--- src/rtl/color_mask_filter.sv ---
// color_mask_filter: turns an RGB stream into a binary mask (8'hFF / 8'h00)
// using a per-channel colour window followed by a horizontal run-length filter.
// Also counts the mask pixels of each frame. Latency is 2 clk for pixel and
// coordinates alike.
module color_mask_filter #(
    parameter int MIN_RUN  = 3,
    parameter int H_ACTIVE = 1024,
    parameter int V_ACTIVE = 768
) (
    input  logic        clk,
    input  logic        reset_n,
    input  logic [10:0] hcount_in,
    input  logic [9:0]  vcount_in,
    input  logic [23:0] rgb_in,
    input  logic [23:0] thresh_lo,
    input  logic [23:0] thresh_hi,
    output logic [7:0]  pixel_out,
    output logic [10:0] hcount_out,
    output logic [9:0]  vcount_out,
    output logic [19:0] frame_white_count,
    output logic        frame_done
);

    localparam logic [10:0] H_ACT  = 11'(H_ACTIVE);
    localparam logic [9:0]  V_ACT  = 10'(V_ACTIVE);
    localparam logic [10:0] H_LAST = 11'(H_ACTIVE - 1);
    localparam logic [9:0]  V_LAST = 10'(V_ACTIVE - 1);
    localparam logic [3:0]  MIN_C  = 4'(MIN_RUN);

    logic [23:0] lo_q, lo_d, hi_q, hi_d;
    logic [10:0] h1_q, h1_d, h2_q, h2_d;
    logic [9:0]  v1_q, v1_d, v2_q, v2_d;
    logic        match1_q, match1_d;
    logic        vld1_q, vld1_d, vld2_q, vld2_d;
    logic [3:0]  run_q, run_d;
    logic [7:0]  pixel_q, pixel_d;
    logic [19:0] acc_q, acc_d;
    logic        seen_q, seen_d;
    logic [19:0] fwc_q, fwc_d;
    logic        done_q, done_d;

    logic frame_start, active, white2, out_start, out_last;

    // Stage 1: threshold shadowing (new values apply from the (0,0) pixel itself) and window match
    always_comb begin
        frame_start = (hcount_in == 11'd0) && (vcount_in == 10'd0);
        lo_d        = frame_start ? thresh_lo : lo_q;
        hi_d        = frame_start ? thresh_hi : hi_q;
        active      = (hcount_in < H_ACT) && (vcount_in < V_ACT);
        match1_d    = active;
        for (int c = 0; c < 3; c++) begin
            if ((rgb_in[c*8 +: 8] < lo_d[c*8 +: 8]) || (rgb_in[c*8 +: 8] > hi_d[c*8 +: 8]))
                match1_d = 1'b0;
        end
        h1_d   = hcount_in;
        v1_d   = vcount_in;
        vld1_d = 1'b1;
    end

    // Stage 2: run-length filter, counter restarts at every line start
    always_comb begin
        if (h1_q == 11'd0)
            run_d = {3'b000, match1_q};
        else if (!match1_q)
            run_d = 4'd0;
        else if (run_q >= MIN_C)
            run_d = MIN_C;
        else
            run_d = run_q + 4'd1;
        pixel_d = (run_d >= MIN_C) ? 8'hFF : 8'h00;
        h2_d    = h1_q;
        v2_d    = v1_q;
        vld2_d  = vld1_q;
    end

    // Frame statistics on the output side; vld2 keeps post-reset zero coordinates from starting a frame
    always_comb begin
        white2    = vld2_q && (pixel_q == 8'hFF);
        out_start = vld2_q && (h2_q == 11'd0) && (v2_q == 10'd0);
        out_last  = vld2_q && (h2_q == H_LAST) && (v2_q == V_LAST);
        acc_d     = out_start ? {19'd0, white2} : acc_q + {19'd0, white2};
        seen_d    = seen_q | out_start;
        done_d    = out_last && seen_d;
        fwc_d     = done_d ? acc_d : fwc_q;
    end

    // All state registers with synchronous active-low reset
    always_ff @(posedge clk) begin
        if (!reset_n) begin
            lo_q     <= 24'hFFFFFF;
            hi_q     <= 24'h000000;
            h1_q     <= '0;
            v1_q     <= '0;
            match1_q <= 1'b0;
            vld1_q   <= 1'b0;
            h2_q     <= '0;
            v2_q     <= '0;
            vld2_q   <= 1'b0;
            run_q    <= '0;
            pixel_q  <= '0;
            acc_q    <= '0;
            seen_q   <= 1'b0;
            fwc_q    <= '0;
            done_q   <= 1'b0;
        end else begin
            lo_q     <= lo_d;
            hi_q     <= hi_d;
            h1_q     <= h1_d;
            v1_q     <= v1_d;
            match1_q <= match1_d;
            vld1_q   <= vld1_d;
            h2_q     <= h2_d;
            v2_q     <= v2_d;
            vld2_q   <= vld2_d;
            run_q    <= run_d;
            pixel_q  <= pixel_d;
            acc_q    <= acc_d;
            seen_q   <= seen_d;
            fwc_q    <= fwc_d;
            done_q   <= done_d;
        end
    end

    assign pixel_out         = pixel_q;
    assign hcount_out        = h2_q;
    assign vcount_out        = v2_q;
    assign frame_white_count = fwc_q;
    assign frame_done        = done_q;

endmodule

--- config.mk ---
export PLATFORM = sky130hd
export DESIGN_NAME = color_mask_filter
export DESIGN_NICKNAME = d
export VERILOG_FILES = /design/src/rtl/color_mask_filter.sv
export SDC_FILE = /design/constraint.sdc
export NUM_CORES = 1
export LEC_CHECK = 0
export CAP_MARGIN = 20
export CORE_ASPECT_RATIO = 0.8
export CORE_MARGIN = 4
export CORE_UTILIZATION = 45
export CTS_CLUSTER_DIAMETER = 100
export DETAILED_ROUTE_END_ITERATION = 16
export GPL_TIMING_DRIVEN = 0
export PLACE_DENSITY = 0.74
export SLEW_MARGIN = 5
export SYNTH_ARGS = -nofsm -noshare
export SYNTH_HDL_FRONTEND = slang
export SYNTH_SLANG_ARGS = --single-unit
--- constraint.sdc ---
create_clock -name clk -period 5.3 [get_ports clk]
set_input_delay 1.325 -clock clk [delete_from_list [all_inputs] [get_ports clk]]
set_output_delay 1.325 -clock clk [all_outputs]
set_load 0.01 [all_outputs]
==> results of run 1 <==
metrics by stage:
stage	cell area, um^2	hold slack [ns]	total power, mW	TNS (ns)
final	8235	0.4332	2.433	0
after global routing	8235	0.4573	2.524	0
after CTS	8187	0.4347	2.451	0
after detailed placement	7576	0.4200	1.275	-0.6373
after global placement	7576	0.4175	1.270	-0.6333
after floorplan	5916	0.4119	1.159	0
final timing paths:
check / start / cells after the start / slack (ns) / endpoint
worst min register to register: v1_q[9] / 1 / 0.43 / vcount_out[9]
worst min-delay path: v1_q[9] / 1 / 0.43 / vcount_out[9]
worst max register to register: hi_q[21] / 8 / 2.59 / match1_q
worst max-delay path: hcount_in[5] / 13 / 0.18 / match1_q
logic make-up after synthesis:
| kind of cell | count (synthesis) | share of synthesized area (%) |
|---|---|---|
| muxes | 54 | 9.206 |
| adders and majority gates | 48 | 10.16 |
| other | 1 | 0.06343 |
| buffers and inverters | 40 | 3.365 |
| AOI/OAI and AO/OA | 67 | 7.238 |
| DFF | 140 | 47.41 |
| xor gates and xnor gates | 18 | 2.667 |
| and+or+nand+nor | 230 | 19.89 |
per-layer routing:
layer | routed length (um) | up-vias | part of all wire, %
met5 | 0 | - | 0
met4 | 216 | 0 | 1.4
met3 | 838 | 17 | 5.6
met2 | 7037 | 147 | 47
met1 | 6975 | 2287 | 46
li1 | - | 2446 | -
sequential cells by signal, indices dropped and copies added, names as in the netlist, 4 cells and up:
name               count
hcount_out            11
h1_q                  11
acc_q                 20
vcount_out            10
hi_q                  24
run_q                  4
lo_q                  24
frame_white_count     20
v1_q                  10
synthesized netlist by cell type (5+ instances only):
cell type / number
and2_1: 47
nand2_1: 41
nor2_1: 59
xor2_1: 11
a21oi_1: 19
nor4_1: 11
xnor2_1: 7
buf_4: 11
ha_1: 48
o31ai_1: 6
nor3_1: 12
mux2i_1: 51
inv_1: 9
clkbuf_1: 17
and3_1: 5
nand3_1: 20
nand4_1: 16
dfxtp_1: 140
o21ai_0: 14
where the power goes:
group	leakage, nW	internal (mW)	switching, mW	total (mW)
sequential	1.14	1.07	0.00912	1.08
combinational	1.74	0.103	0.0721	0.175
clock	0.291	0.673	0.507	1.18
total	3.17	1.84	0.588	2.43
repair_timing:
action                     4_1_cts  5_1_grt
gates cloned                     0        0
gates resized for setup          1        5
buffers inserted                 1        3
pin swaps                        1        1
setup endpoints to repair        1        1
cell type report:
type / instances / area [um^2] / share of cell area, %
plain buffers: 31 / 172.7 / 2.097
clock inverters: 15 / 171.4 / 2.081
flip-flops and latches: 140 / 2803 / 34.03
well taps: 175 / 219.0 / 2.659
repair buffers: 148 / 1471 / 17.87
inverters: 9 / 33.78 / 0.4102
clock buffers: 17 / 425.4 / 5.166
multi-input cells: 419 / 2939 / 35.69
worst max-delay path, stage by stage:
cell	delay [ns]
clkdlybuf4s50_1	0.40
or4_1	0.58
nor4_4	0.36
buf_6	0.20
buf_8	0.17
mux2i_2	0.25
ha_1	0.28
a21o_1	0.17
a211oi_2	0.23
o21ai_1	0.12
or4_1	0.49
or4_1	0.59
a311oi_2	0.26
==> flow_metrics.env, run 1 <==
export IMPL_rsz0062_at_grt="false"
export IMPL_drc_errors=0
export IMPL_final_cells=954
export IMPL_dieArea_um2=15050
export IMPL_yosysSeqAreaShare_pct=47.41
export IMPL_pre_cts_slack_ns=-0.6373
export IMPL_worstSetupPathType="in -> reg"
export IMPL_yosysTopAreaCell="dfxtp_1"
export IMPL_cts_buffers=17
export IMPL_ys_flop_type="dfxtp_1"
export IMPL_layout_common_cells="clkdlybuf4s50_1 (144), dfxtp_1 (140), nor2_1 (59)"
export IMPL_ys_seq_elements=140
export IMPL_clock_sinks=140
export IMPL_first_iter_violations=235
export IMPL_synth_edf_count=0
export IMPL_clock_latency_ns=0.41
export IMPL_yosys_area_top_type_share_pct=47.41
export IMPL_synth_async_sr_flop_share_pct=0
export IMPL_yosysWarnings=0
export IMPL_coreArea_um2=12870
export IMPL_layout_commonest_cell="clkdlybuf4s50_1"
export IMPL_p_leak_nw=3.174
export IMPL_synthDistinctLibCells=47
export IMPL_grt_pass1_wl_mm=24.77
export IMPL_fill_cells=1063
export IMPL_grt_pass1_vias=4982
export IMPL_drt_antenna_violating_nets=0
export IMPL_cts_tree="built"
export IMPL_wire_per_inst_um=15.79
export IMPL_status="complete, no violations"
export IMPL_pin_count=145
export IMPL_dpl_cell_count=918
export IMPL_finalHoldViolCount=0
export IMPL_num_rows=37
export IMPL_clock_path_buffers=2
export IMPL_root_buffer="clkbuf_16"
export IMPL_slew_violations=0
export IMPL_hp_class="reg -> reg"
export IMPL_use_met2_pct=32.70
export IMPL_antenna_cells=0
export IMPL_syn_area_um2=5912
export IMPL_hold_buffers=0
export IMPL_met3_usage_pct=5.419
export IMPL_cp_start_kind="primary input"
export IMPL_fp_dieH_um=110.5
export IMPL_maxCapViolCount=0
export IMPL_period_minus_slack_ns=5.124
export IMPL_post_route_period_util_pct=96.67
export IMPL_arrival_ns=5.45
export IMPL_place_port_buffers=144
export IMPL_cp_required_ns=5.63
export IMPL_worst_slew_pin_slew_ns=0.7880
export IMPL_die_width_um=136.2
export IMPL_clkTransAtPathRegs_ns=0.07
export IMPL_synth_avg_cell_area_um2=9.886
export IMPL_use_met1_pct=27.98
export IMPL_vdd_drop_max_v=0.0002049
export IMPL_htreeDepth=4
export IMPL_vias=4897
export IMPL_layout_setup_ws_ns=0.1764
export IMPL_relSlewSlack_pct=46.98
export IMPL_final_layout_size_suffix_gt1_share_pct=7.702
export IMPL_setup_viol=0
export IMPL_dr_pass1_iters=5
export IMPL_grt_overflow=0
export IMPL_top_usage_layer="met2"
export IMPL_track_usage_pct=20.66
export IMPL_antenna_found_initial=0
export IMPL_cp_max_fo=10
export IMPL_initial_core_util_pct=45.94
export IMPL_syn2layout_area_growth_pct=39.30
export IMPL_cp_end_kind="flop"
export IMPL_syn_inst=598
export IMPL_skew_ns=0.009468
export IMPL_drt_total_wl_mm=15.07
export IMPL_place_congestion=0.8554
export IMPL_hpwl_mm=11.64
export IMPL_power_density_nw_per_um2=295.4
export IMPL_via_per_inst=5.133
export IMPL_grt_max_degree=17
export IMPL_utilization_pct=63.99
export IMPL_synthTopCellsByArea="dfxtp_1 (47%), ha_1 (10%), mux2i_1 (8.6%)"
export IMPL_num_nets_final=909
export IMPL_timing_fmax_mhz=195.2
No activity file was read; power rests on OpenSTA's default activity.
==> run 2: changes to the inputs <==
- SETUP_SLACK_MARGIN: unset -> 0.4
==> run 2 against run 1 <==
Compared with the run above:
- largest power group unchanged
- highest routed layer unchanged
- first-iteration DRC count down 7.7%
- clock skew rose by 0.0035 ns
- critical path depth up 2
- sequential share of layout area decreased by 1.0 points
- register-to-register slack gained 0.10 ns
- routed wire length increased by 3.4%
- count of clock-buffer cells in the layout is the same
- die area unchanged
- via count is 0.94% higher
- final area up 3.1%
- critical endpoint unchanged
==> flow_metrics.env, run 2 (synthesized netlist as in run 1, its figures left out) <==
export IMPL_drt_antenna_violating_nets=0
export IMPL_finalHoldViolCount=0
export IMPL_clock_latency_ns=0.41
export IMPL_period_minus_slack_ns=4.832
export IMPL_cp_top_family="simple AND/OR/NAND/NOR gates"
export IMPL_die_width_um=136.2
export IMPL_syn2layout_area_growth_pct=43.62
export IMPL_cp_max_fo=10
export IMPL_clock_sinks=140
export IMPL_crit_end="match1_q"
export IMPL_dr_pass1_iters=4
export IMPL_top_usage_layer="met2"
export IMPL_cp_start_kind="primary input"
export IMPL_power_density_nw_per_um2=287.5
export IMPL_antenna_cells=0
export IMPL_final_layout_size_suffix_gt1_share_pct=11.58
export IMPL_place_congestion=0.8554
export IMPL_use_met1_pct=28.56
export IMPL_final_cells=961
export IMPL_htreeDepth=4
export IMPL_arrival_ns=5.16
export IMPL_track_usage_pct=20.92
export IMPL_grt_pass1_vias=5001
export IMPL_layout_commonest_cell="clkdlybuf4s50_1"
export IMPL_worstSetupPathType="in -> reg"
export IMPL_reg_top3="hi_q: 24 flops, lo_q: 24 flops"
export IMPL_fp_dieH_um=110.5
export IMPL_cts_tree="built"
export IMPL_reg2reg_from="pixel_out[6]"
export IMPL_slew_violations=0
export IMPL_num_rows=37
export IMPL_post_route_period_util_pct=91.17
export IMPL_ff2ff_setup_slack_ns=2.69
export IMPL_dieArea_um2=15050
export IMPL_clock_path_buffers=2
export IMPL_first_iter_violations=217
export IMPL_met3_usage_pct=5.419
export IMPL_grt_pass1_wl_mm=25.01
export IMPL_cpPeakStageDelay_ns=0.55
export IMPL_slowest_stage="or4_4"
export IMPL_cp_end_kind="flop"
export IMPL_cp_required_ns=5.63
export IMPL_crit_start="hcount_in[5]"
export IMPL_crit_path_frequent_cell="buf_4"
export IMPL_skew_ns=0.01294
export IMPL_path_cells="clkdlybuf4s50_1 > or4_4 > nor4_4 > buf_6 > buf_4 > buf_4 > buf_8 > mux2i_4 > ha_2 > o21ai_0 > o21ai_1 > buf_4 > o22ai_1 > or4_4 > a311oi_2"
export IMPL_cts_buffers=17
export IMPL_layout_common_cells="clkdlybuf4s50_1 (143), dfxtp_1 (140), nor2_1 (58)"
export IMPL_num_nets_final=916
export IMPL_via_per_inst=5.144
export IMPL_wire_per_inst_um=16.21
export IMPL_hp_class="reg -> reg"
export IMPL_rr_endpoint="frame_white_count[12]"
export IMPL_initial_core_util_pct=45.94
export IMPL_root_buffer="clkbuf_16"
export IMPL_rsz0062_at_grt="false"
export IMPL_worst_slew_pin_slew_ns=0.7898
export IMPL_place_port_buffers=144
export IMPL_maxCapViolCount=0
export IMPL_hold_buffers=0
export IMPL_setup_viol=0
export IMPL_use_met2_pct=32.93
export IMPL_clkTransAtPathRegs_ns=0.07
export IMPL_cp_depth=15
export IMPL_reg2reg_depth=8
export IMPL_hold_ws_ns=0.4340
export IMPL_p_leak_nw=3.251
export IMPL_hpwl_mm=11.64
export IMPL_cp_num_buf_inv=6
export IMPL_vias=4943
export IMPL_relSlewSlack_pct=46.86
export IMPL_dpl_cell_count=918
export IMPL_grt_max_degree=17
export IMPL_drt_total_wl_mm=15.58
export IMPL_drc_errors=0
export IMPL_antenna_found_initial=0
export IMPL_timing_fmax_mhz=207.0
export IMPL_status="complete, no violations"
export IMPL_pin_count=145
export IMPL_grt_overflow=0
export IMPL_coreArea_um2=12870
export IMPL_vdd_drop_max_v=0.0001991
-- run 2: power by group --
group | internal [mW] | switching, mW | total (mW) | leakage, nW
logic | 0.106 | 0.0767 | 0.182 | 1.82
clock network | 0.673 | 0.508 | 1.18 | 0.291
registers | 1.07 | 0.00916 | 1.08 | 1.14
-- run 2: area by class of cell --
class                      instances  area [um^2]
clock inverter                    15        171.4
tap                              175        219.0
sequential                       140         2803
multi-input combinational        419         3119
inverter                           9        33.78
clock buffer                      17        425.4
buffer                            31        192.7
timing repair buffer             155         1526
fill                            1035         4379
-- run 2: stage by stage --
step | area, um^2 | setup slack (ns) | utilization, % | setup TNS, ns | total power, mW
detailed placement | 7576 | -0.6373 | 58.87 | -0.6373 | 1.275
floorplan | 5916 | 0.4406 | - | 0 | 1.159
CTS | 8290 | 0.4059 | 64.42 | 0 | 2.453
global route | 8491 | 0.3536 | 65.97 | 0 | 2.530
finish | 8491 | 0.4679 | 65.97 | 0 | 2.441
global placement | 7576 | -0.6333 | 58.87 | -0.6333 | 1.270
-- run 2: worst min path at each step --
stage,from,endpoint,slack [ns],cells after the start
floorplan,v1_q[0],vcount_out[0],0.41,1
finish,v1_q[7],vcount_out[7],0.43,1
global placement,v1_q[7],vcount_out[7],0.42,1
detailed placement,vld1_q,vld2_q,0.42,1
CTS,vld1_q,vld2_q,0.43,1
global route,v1_q[2],vcount_out[2],0.46,1
-- run 2: what timing repair did --
action,4_1_cts,5_1_grt
endpoints found under the hold margin,0,0
setup buffers,9,2
gates resized for setup,14,34
setup endpoints to repair,1,1
pin swaps,5,11
-- run 2: routing by layer --
metal,vias to the layer above,wire [um]
li1,2461,-
met1,2339,7312
met2,129,7291
met3,14,785
met4,0,186
met5,-,0
-- run 2: worst register-to-register path, stage by stage (launching register included) --
cell	delay [ns]
dfxtp_1	0.51
and2_1	0.21
ha_1	0.20
ha_1	0.21
nand4_1	0.19
nor3_1	0.60
nand3_1	0.17
xor2_1	0.19
o31ai_1	0.24
==> run 3: changes to the inputs <==
- GPL_ROUTABILITY_DRIVEN: unset -> 1
==> results of run 3 <==
Final layout, timing and power as in run 2 (identical DEF).
